===== config.mk =====
export PLATFORM = sky130hd
export DESIGN_NAME = req_arbiter
export DESIGN_NICKNAME = d
export VERILOG_FILES = /design/src/rtl/arb_pkg.sv /design/src/rtl/prio_pick.sv /design/src/rtl/req_arbiter.sv
export SDC_FILE = /design/constraint.sdc
export NUM_CORES = 1
export LEC_CHECK = 0
export CORE_MARGIN = 5
export CORE_UTILIZATION = 47
export CTS_BUF_LIST = sky130_fd_sc_hd__clkbuf_8
export CTS_CLUSTER_DIAMETER = 200
export DETAILED_ROUTE_END_ITERATION = 7
export GPL_TIMING_DRIVEN = 0
export PLACE_DENSITY = 0.77
export SETUP_SLACK_MARGIN = 0.5
export SYNTH_ARGS = -nofsm -noshare
export SYNTH_HDL_FRONTEND = slang
export SYNTH_SLANG_ARGS = --single-unit
export TNS_END_PERCENT = 1

===== constraint.sdc =====
create_clock -name clk -period 2 [get_ports clk]
set_input_delay 0.2 -clock clk [delete_from_list [all_inputs] [get_ports clk]]
set_output_delay 0.2 -clock clk [all_outputs]
set_load 0.02 [all_outputs]

===== src/rtl/arb_pkg.sv =====
// arb_pkg: shared FSM state type, limits and one-hot helper for req_arbiter
package arb_pkg;
    localparam int MAX_N_REQ = 8;
    localparam int MAX_ID_W  = $clog2(MAX_N_REQ);
    typedef enum logic {IDLE, BUSY} arb_state_t;
    function automatic logic [MAX_N_REQ-1:0] onehot(input logic [MAX_ID_W-1:0] id);
        return MAX_N_REQ'(1) << id;
    endfunction
endpackage


===== src/rtl/prio_pick.sv =====
// prio_pick: combinational fixed-priority encoder, highest set index wins
//   vec   in   N     candidate vector
//   id    out  ID_W  index of the highest set bit (0 when vec is zero)
//   valid out  1     vec is non-zero
module prio_pick #(
    parameter int N    = 4,
    parameter int ID_W = $clog2(N)
) (
    input  logic [N-1:0]    vec,
    output logic [ID_W-1:0] id,
    output logic            valid
);
    always_comb begin
        id = '0;
        for (int i = 0; i < N; i++) id = vec[i] ? ID_W'(i) : id;
    end
    assign valid = |vec;
endmodule


===== src/rtl/req_arbiter.sv =====
// req_arbiter: registered fixed-priority / round-robin arbiter with grant hold and timeout preempt
//   clk       in   1      rising-edge clock
//   rst_n     in   1      synchronous reset, active low
//   req       in   N_REQ  level requests
//   rr_mode   in   1      0 = fixed priority (highest index), 1 = round-robin
//   gnt       out  N_REQ  registered one-hot grant, zero when idle
//   gnt_id    out  ID_W   binary index of the granted agent
//   gnt_valid out  1      |gnt
//   preempt   out  1      one-cycle pulse when a grant is taken by timeout
module req_arbiter
    import arb_pkg::*;
#(
    parameter int N_REQ    = 4,
    parameter int MAX_HOLD = 8,
    parameter int ID_W     = $clog2(N_REQ)
) (
    input  logic             clk,
    input  logic             rst_n,
    input  logic [N_REQ-1:0] req,
    input  logic             rr_mode,
    output logic [N_REQ-1:0] gnt,
    output logic [ID_W-1:0]  gnt_id,
    output logic             gnt_valid,
    output logic             preempt
);
    localparam int HC_W = $clog2(MAX_HOLD);
    arb_state_t       state, state_d;
    logic [HC_W-1:0]  hold_cnt, hold_d;
    logic [ID_W-1:0]  last_id, last_d, gnt_id_d, rot_id, pick_id;
    logic [N_REQ-1:0] cand, rot, gnt_d;
    logic             pick_v, preempt_d, owner_req, timeout, arb, grant_new;
    int               sh;
    // The owner's bit is excluded so a timeout hands over; on release it is already 0.
    // RR rotates so that (last_id-1) lands on the top index, which prio_pick favours.
    always_comb begin
        sh   = rr_mode ? int'(last_id) : 0;
        cand = req & ~gnt;
        rot  = '0;
        for (int j = 0; j < N_REQ; j++) rot[j] = cand[ID_W'((j + sh) % N_REQ)];
        pick_id = ID_W'((int'(rot_id) + sh) % N_REQ);
    end
    prio_pick #(.N(N_REQ), .ID_W(ID_W)) u_pick (
        .vec   (rot),
        .id    (rot_id),
        .valid (pick_v)
    );
    always_comb begin
        owner_req = state == BUSY && req[gnt_id];
        timeout   = owner_req && hold_cnt == HC_W'(MAX_HOLD - 1);
        arb       = !owner_req || (timeout && |cand);
        grant_new = arb && pick_v;
        state_d   = arb && !pick_v ? IDLE : BUSY;
        gnt_d     = grant_new ? N_REQ'(onehot(MAX_ID_W'(pick_id))) : (arb ? '0 : gnt);
        gnt_id_d  = grant_new ? pick_id : (arb ? '0 : gnt_id);
        last_d    = grant_new ? pick_id : last_id;
        hold_d    = arb ? '0 : (timeout ? hold_cnt : hold_cnt + 1'b1);
        preempt_d = grant_new && owner_req;
    end
    always_ff @(posedge clk) begin
        if (!rst_n) begin
            state    <= IDLE;
            gnt      <= '0;
            gnt_id   <= '0;
            last_id  <= '0;
            hold_cnt <= '0;
            preempt  <= 1'b0;
        end else begin
            state    <= state_d;
            gnt      <= gnt_d;
            gnt_id   <= gnt_id_d;
            last_id  <= last_d;
            hold_cnt <= hold_d;
            preempt  <= preempt_d;
        end
    end
    assign gnt_valid = |gnt;
endmodule


Word level (Yosys, flattened, before mapping)
Index checks and enable logic that the tools add are counted.
{ "word_totals": {"ff_bits": 13, "out_inout_bits": 8, "word_cells": 58, "input_bits": 7} }
{ "classes": {"n_eq_ne": 1, "addsub": 5, "shifts": 1, "n_reduce_logical": 14, "n_lt_le_gt_ge": 5, "muxes": 23, "n_bitwise": 3} }
{ "ops": {"columns": ["op", "n"], "rows": [
  ["$lt 2x4->1 const B", 4],
  ["$reduce_or 4->1", 3],
  ["$mux 1", 11],
  ["$bmux 1 s2", 5],
  ["$mux 2", 5],
  ["$mux 4", 2],
  ["$logic_and 1x1->1", 6],
  ["$add 2x2->2 const A", 2],
  ["$and 4x4->4", 1],
  ["$not 4->4", 1],
  ["$shl 1x2->4 const A", 1],
  ["$add 3x1->3 const B", 1],
  ["$eq 3x3->1 const B", 1],
  ["$lt 2x3->1 const B", 1],
  ["$add 1x2->2 const A", 1],
  ["$add 2x2->2", 1],
  ["$logic_not 1->1", 2],
  ["$reduce_bool 2->1", 1],
  ["$reduce_or 2->1", 1],
  ["$logic_or 1x1->1", 1],
  ["$not 1->1", 1]
]} }

Depth between registers and ports, before layout
{ "logic_depth": {"ltp_word": 11, "mapped_depth": 9, "ltp_nobuf": 8} }

Modules after synthesis
A second synthesis with hierarchy kept.
{ "unflattened": {"hier_cells": 83, "area_unflattened_um2": 800.8} }
{ "modules_own_cells": {"columns": ["module", "seq_area_each_um2", "area_each_um2", "cells_each", "n_inst"], "rows": [
  ["req_arbiter", 260.2, 777.0, 79, 1],
  ["prio_pick", 0.0, 23.8, 4, 1]
]} }

Worst setup path before layout
Ideal clock, no wire load.
{ "synth_path": {"path_type": "register to register", "startpoint": "register gnt[3]", "endpoint": "register gnt[1]", "path_slack_ps": -122, "stages_incl_launch_ff": 8, "required_time_ps": 1883, "setup_ps": 117, "period_less_slack_ps": 2122, "path_buffers": 0, "arrival_ps": 2004, "cell_sequence": "dfxtp_1 and2b_1 a221o_1 and2_4 o32a_2 ha_1 xor2_1 a32o_1"} }
{ "synth_between": {"elab_chain_cells": 11, "word_cells_on_any_way": 26, "classes_between": "add/sub (1); shift (1); mux (16); bitwise (2); reduce/logical (6)"} }
{ "synth_rtl": {"columns": ["item", "line", "text"], "rows": [
  ["start: declaration", "req_arbiter.sv:21", "output logic [N_REQ-1:0] gnt,"],
  ["start signal: assignment", "req_arbiter.sv:69", "gnt <= gnt_d;"],
  ["$not 4->4 *", "req_arbiter.sv:37", "cand = req & ~gnt;"],
  ["$and 4x4->4 *", "req_arbiter.sv:37", null],
  ["$bmux 1 s2", "req_arbiter.sv:39", "for (int j = 0; j < N_REQ; j++) rot[j] = cand[ID_W'((j + sh) % N_REQ)];"],
  ["$mux 1 (not written as such) (2 in a row)", "req_arbiter.sv:39", null],
  ["$mux 1", "prio_pick.sv:15", "for (int i = 0; i < N; i++) id = vec[i] ? ID_W'(i) : id;"],
  ["$mux 2 (2 in a row)", "prio_pick.sv:15", null],
  ["$add 2x2->2", "req_arbiter.sv:40", "pick_id = ID_W'((int'(rot_id) + sh) % N_REQ);"],
  ["$shl 1x2->4", "arb_pkg.sv:7", "return MAX_N_REQ'(1) << id;"],
  ["$mux 4", "req_arbiter.sv:53", "gnt_d = grant_new ? N_REQ'(onehot(MAX_ID_W'(pick_id))) : (arb ? '0 : gnt);"]
]} }
Mark *: on every way between the ends. The rest lies on a longest branch, timed or not. The select of a mux whose other input is x is not followed.
A chain may end at the register's enable or synchronous reset.

Worst setup path after layout
{ "layout_path": {"startpoint": "register last_id[0]", "endpoint": "register gnt[0]"} }
{ "layout_between": {"elab_chain_cells": 11, "word_cells_on_any_way": 25, "classes_between": "add/sub (4); shift (1); mux (17); reduce/logical (3)"} }
{ "layout_rtl": {"columns": ["item", "line", "text"], "rows": [
  ["start: declaration", "req_arbiter.sv:29", "logic [ID_W-1:0] last_id, last_d, gnt_id_d, rot_id, pick_id;"],
  ["start signal: assignment", "req_arbiter.sv:71", "last_id <= last_d;"],
  ["$mux 2 *", "req_arbiter.sv:36", "sh = rr_mode ? int'(last_id) : 0;"],
  ["$add 1x2->2", "req_arbiter.sv:39", null],
  ["$bmux 1 s2", "req_arbiter.sv:39", null],
  ["$mux 1 (not written as such) (2 in a row)", "req_arbiter.sv:39", null],
  ["$mux 1", "prio_pick.sv:15", null],
  ["$mux 2 (2 in a row)", "prio_pick.sv:15", null],
  ["$add 2x2->2", "req_arbiter.sv:40", null],
  ["$shl 1x2->4", "arb_pkg.sv:7", null],
  ["$mux 4", "req_arbiter.sv:53", null]
]} }
Marks and branches as above.

==> metrics.csv <==
metric,value,unit
Core Rows,14,
synthesized area,752,um^2
Routed Antenna Nets,0,
critical path's largest stage delay,330,ps
clock-pin slew on the worst setup and hold paths,60,ps
mux share of post-synthesis cell area,0.0832,
CP max stage cell,a221o_1,
Worst VDD drop,0.000916,V
failing checks,negative setup slack,
port bufs,13,
DIE AREA,2500,um^2
Startpoint Class,flop,
main combinational cell family by area after synthesis,simple AND/OR/NAND/NOR gates,
number of max-cap violations,0,
synth top area cells,"dfxtp_1 35%, a32o_1 5.3%, mux2i_1 5.3%, ha_1 5.0%, nor2_1 3.5%",
DRC,0,
count of flip-flops with a built-in enable after synthesis,0,
number of DRC violations after detailed-routing iteration 0,15,
routed vias/inst,6.19,
latest clock arrival within the worst-skew pair,250,ps
CP endpoint kind,flop,
final setup margin,-20.4,ps
Mapped Nets,89,
I/O pin count,15,
CTS Sinks,13,
Simple-Gate Fraction of Synth Area,0.211,
CP Class,reg -> reg,
sequential share of the synthesized area,0.346,
ys flop type,dfxtp_1,
leakage dissipation,0.461,nW
via count,700,
Yosys top cell by area,dfxtp_1,
Fin Setup TNS,-43.3,ps
Die X,50,um
Hold Path Class,in -> reg,
Die Height,50,um
Place WS,-316,ps
CTS max path bufs,2,
Initial DRT Pass Iterations,4,
H-tree depth,1,
footprint of the multi-input gates,517,um^2
compound-gate portion of the synthesized area,0.206,
area fraction of the dominant cell type after synthesis,0.346,
critical path peak fanout,8,
Yosys reg bits,13,
total gr overflow,0,
Global Route Usage Sum,0.151,
clk root buf,clkbuf_8,
outcome,"finished, violations left",
RD Place Congestion,0.772,
Tot Pwr,1.47,mW
layout cells sized above 1,0.227,
pin count of the biggest net entering global routing,9,
Area after DPL,933,um^2
ys async rst share,0,
register area,269,um^2
CTS buffer count,3,
Slew @ Worst Pin,445,ps
final wirelength,1.73,mm
setup violators final,3,
Worst slew margin,0.702,
Final min period,2020,ps
fin crit share,1.01,
design area,1030,um^2
initial antenna violation count,0,
Layout Area Growth over Synthesis,36.4,%
Critical Path RT,2140,ps
nets@finish,108,
Fill cells,118,
XOR/XNOR share of the synthesized area,0.0582,
worst reg2reg setup slack,-20,ps
Hold Fails Final Rpt,0,
Initial Util,0.499,
core area,1510,um^2
number of diodes,0,
Synth Area in Adders,0.0499,
RSZ-0062 raised after global routing,true,
crit path DAT,2160,ps
max-slew violations,0,
Syn Area/Cell,9.52,um^2
FMAX,495,MHz
first-pass GRT wire length,2.95,mm
Syn Inst Count,79,
DR WL/cell,15.3,um
post-synth cell types,32,
number of global-route vias before repair,667,
worst-path cell chain,buf_6 > xor2_1 > a221o_1 > and2_4 > o32a_4 > ha_4 > xor2_2 > a32o_1,
worst setup skew after layout,6.04,ps
Ys Warns,0,
CTS Hold Bufs,0,
detailed-placement wirelength estimate,1.27,mm
CTS tree,done,
power density over the cells,1440,nW/um^2
## per-stage QoR
step	utilization	hold slack, ps	std cells
CTS	0.663	363	113
detailed placement	0.620	493	108
global placement	0.620	484	108
finish	0.681	379	113
global route	0.681	464	113
floorplan	-	338	79
## Yosys cell counts (3+ instances only)
cell,instances
dfxtp_1,13
a32o_1,4
mux2i_1,4
a21oi_1,4
nand2_1,4
ha_1,3
xnor2_1,3
nor3_1,4
nor2_1,7
nand2b_1,4
## path summary, 6_finish.rpt
check,start,to,depth (start not counted)
worst min register to register,gnt_id[0],gnt_id[0],1
worst max register to register,last_id[0],gnt[0],8
worst max-delay path,last_id[0],gnt[0],8
worst min-delay path,rr_mode,last_id[0],4
## kinds of logic after synthesis
| group | Yosys count |
|---|---|
| multiplexers | 5 |
| flip-flops | 13 |
| buffers and inverters | 5 |
| adder cells (fa/ha/maj) | 3 |
| AO/OA/AOI/OAI | 20 |
| XOR/XNOR | 5 |
| AND/OR/NAND/NOR | 28 |
## layout make-up
class / instances / area share
multi-input cells: 61 / 0.504
plain buffers: 2 / 0.0220
repair buffers: 14 / 0.135
inverters: 3 / 0.0134
flip-flops and latches: 13 / 0.262
well taps: 16 / 0.0195
clock buffers: 3 / 0.0402
clock inverters: 1 / 0.00366
## state kept, by name, summed over array words and instances (netlist names)
| register | cells |
|---|---|
| gnt | 4 |
| gnt_id | 2 |
| hold_cnt | 3 |
| last_id | 2 |
| preempt | 1 |
| state | 1 |
## where the power goes
group | internal, mW | total, mW | leakage, nW | switching (mW)
combinational | 0.420 | 0.844 | 0.326 | 0.424
sequential | 0.336 | 0.398 | 0.109 | 0.0614
clock | 0.136 | 0.233 | 0.0269 | 0.0969
## cell usage in the layout (no fill, tap or decap), types with 2 or more instances in the layout
cell type / instances
a32o_1: 4
o21ai_0: 2
nand4b_1: 2
o21ai_1: 2
dlymetal6s2s_1: 2
nor3_1: 4
inv_1: 3
a21oi_1: 4
nor2_1: 7
buf_4: 2
dfxtp_1: 10
clkbuf_8: 3
clkdlybuf4s50_1: 9
mux2i_1: 3
dfxtp_4: 2
nand2b_1: 4
xnor2_1: 2
buf_6: 2
ha_1: 2
nand2_1: 3
a22o_1: 2
## worst max-delay path: cells and delay by family, from the launching register on
kind	cells	cell delay, ps
AOI/OAI and AO/OA	3	760
xor gates and xnor gates	2	360
adders and majority gates	1	180
buffers and inverters	1	130
DFF	1	310
and+or+nand+nor	1	160
## per-layer routing
layer  up-vias  global-route usage  routed length, um
met5         -                   0                  0
met4         0              0.0786                 29
met3         4              0.0392                115
met2        27               0.224                805
met1       331               0.197                774
li1        338                   -                  -
## what timing repair did
item	in CTS	in global routing
pin swaps	2	2
setup buffers	1	0
setup endpoints to repair	11	15
gates resized for setup	8	8
Power figures use the tool's default switching activity.
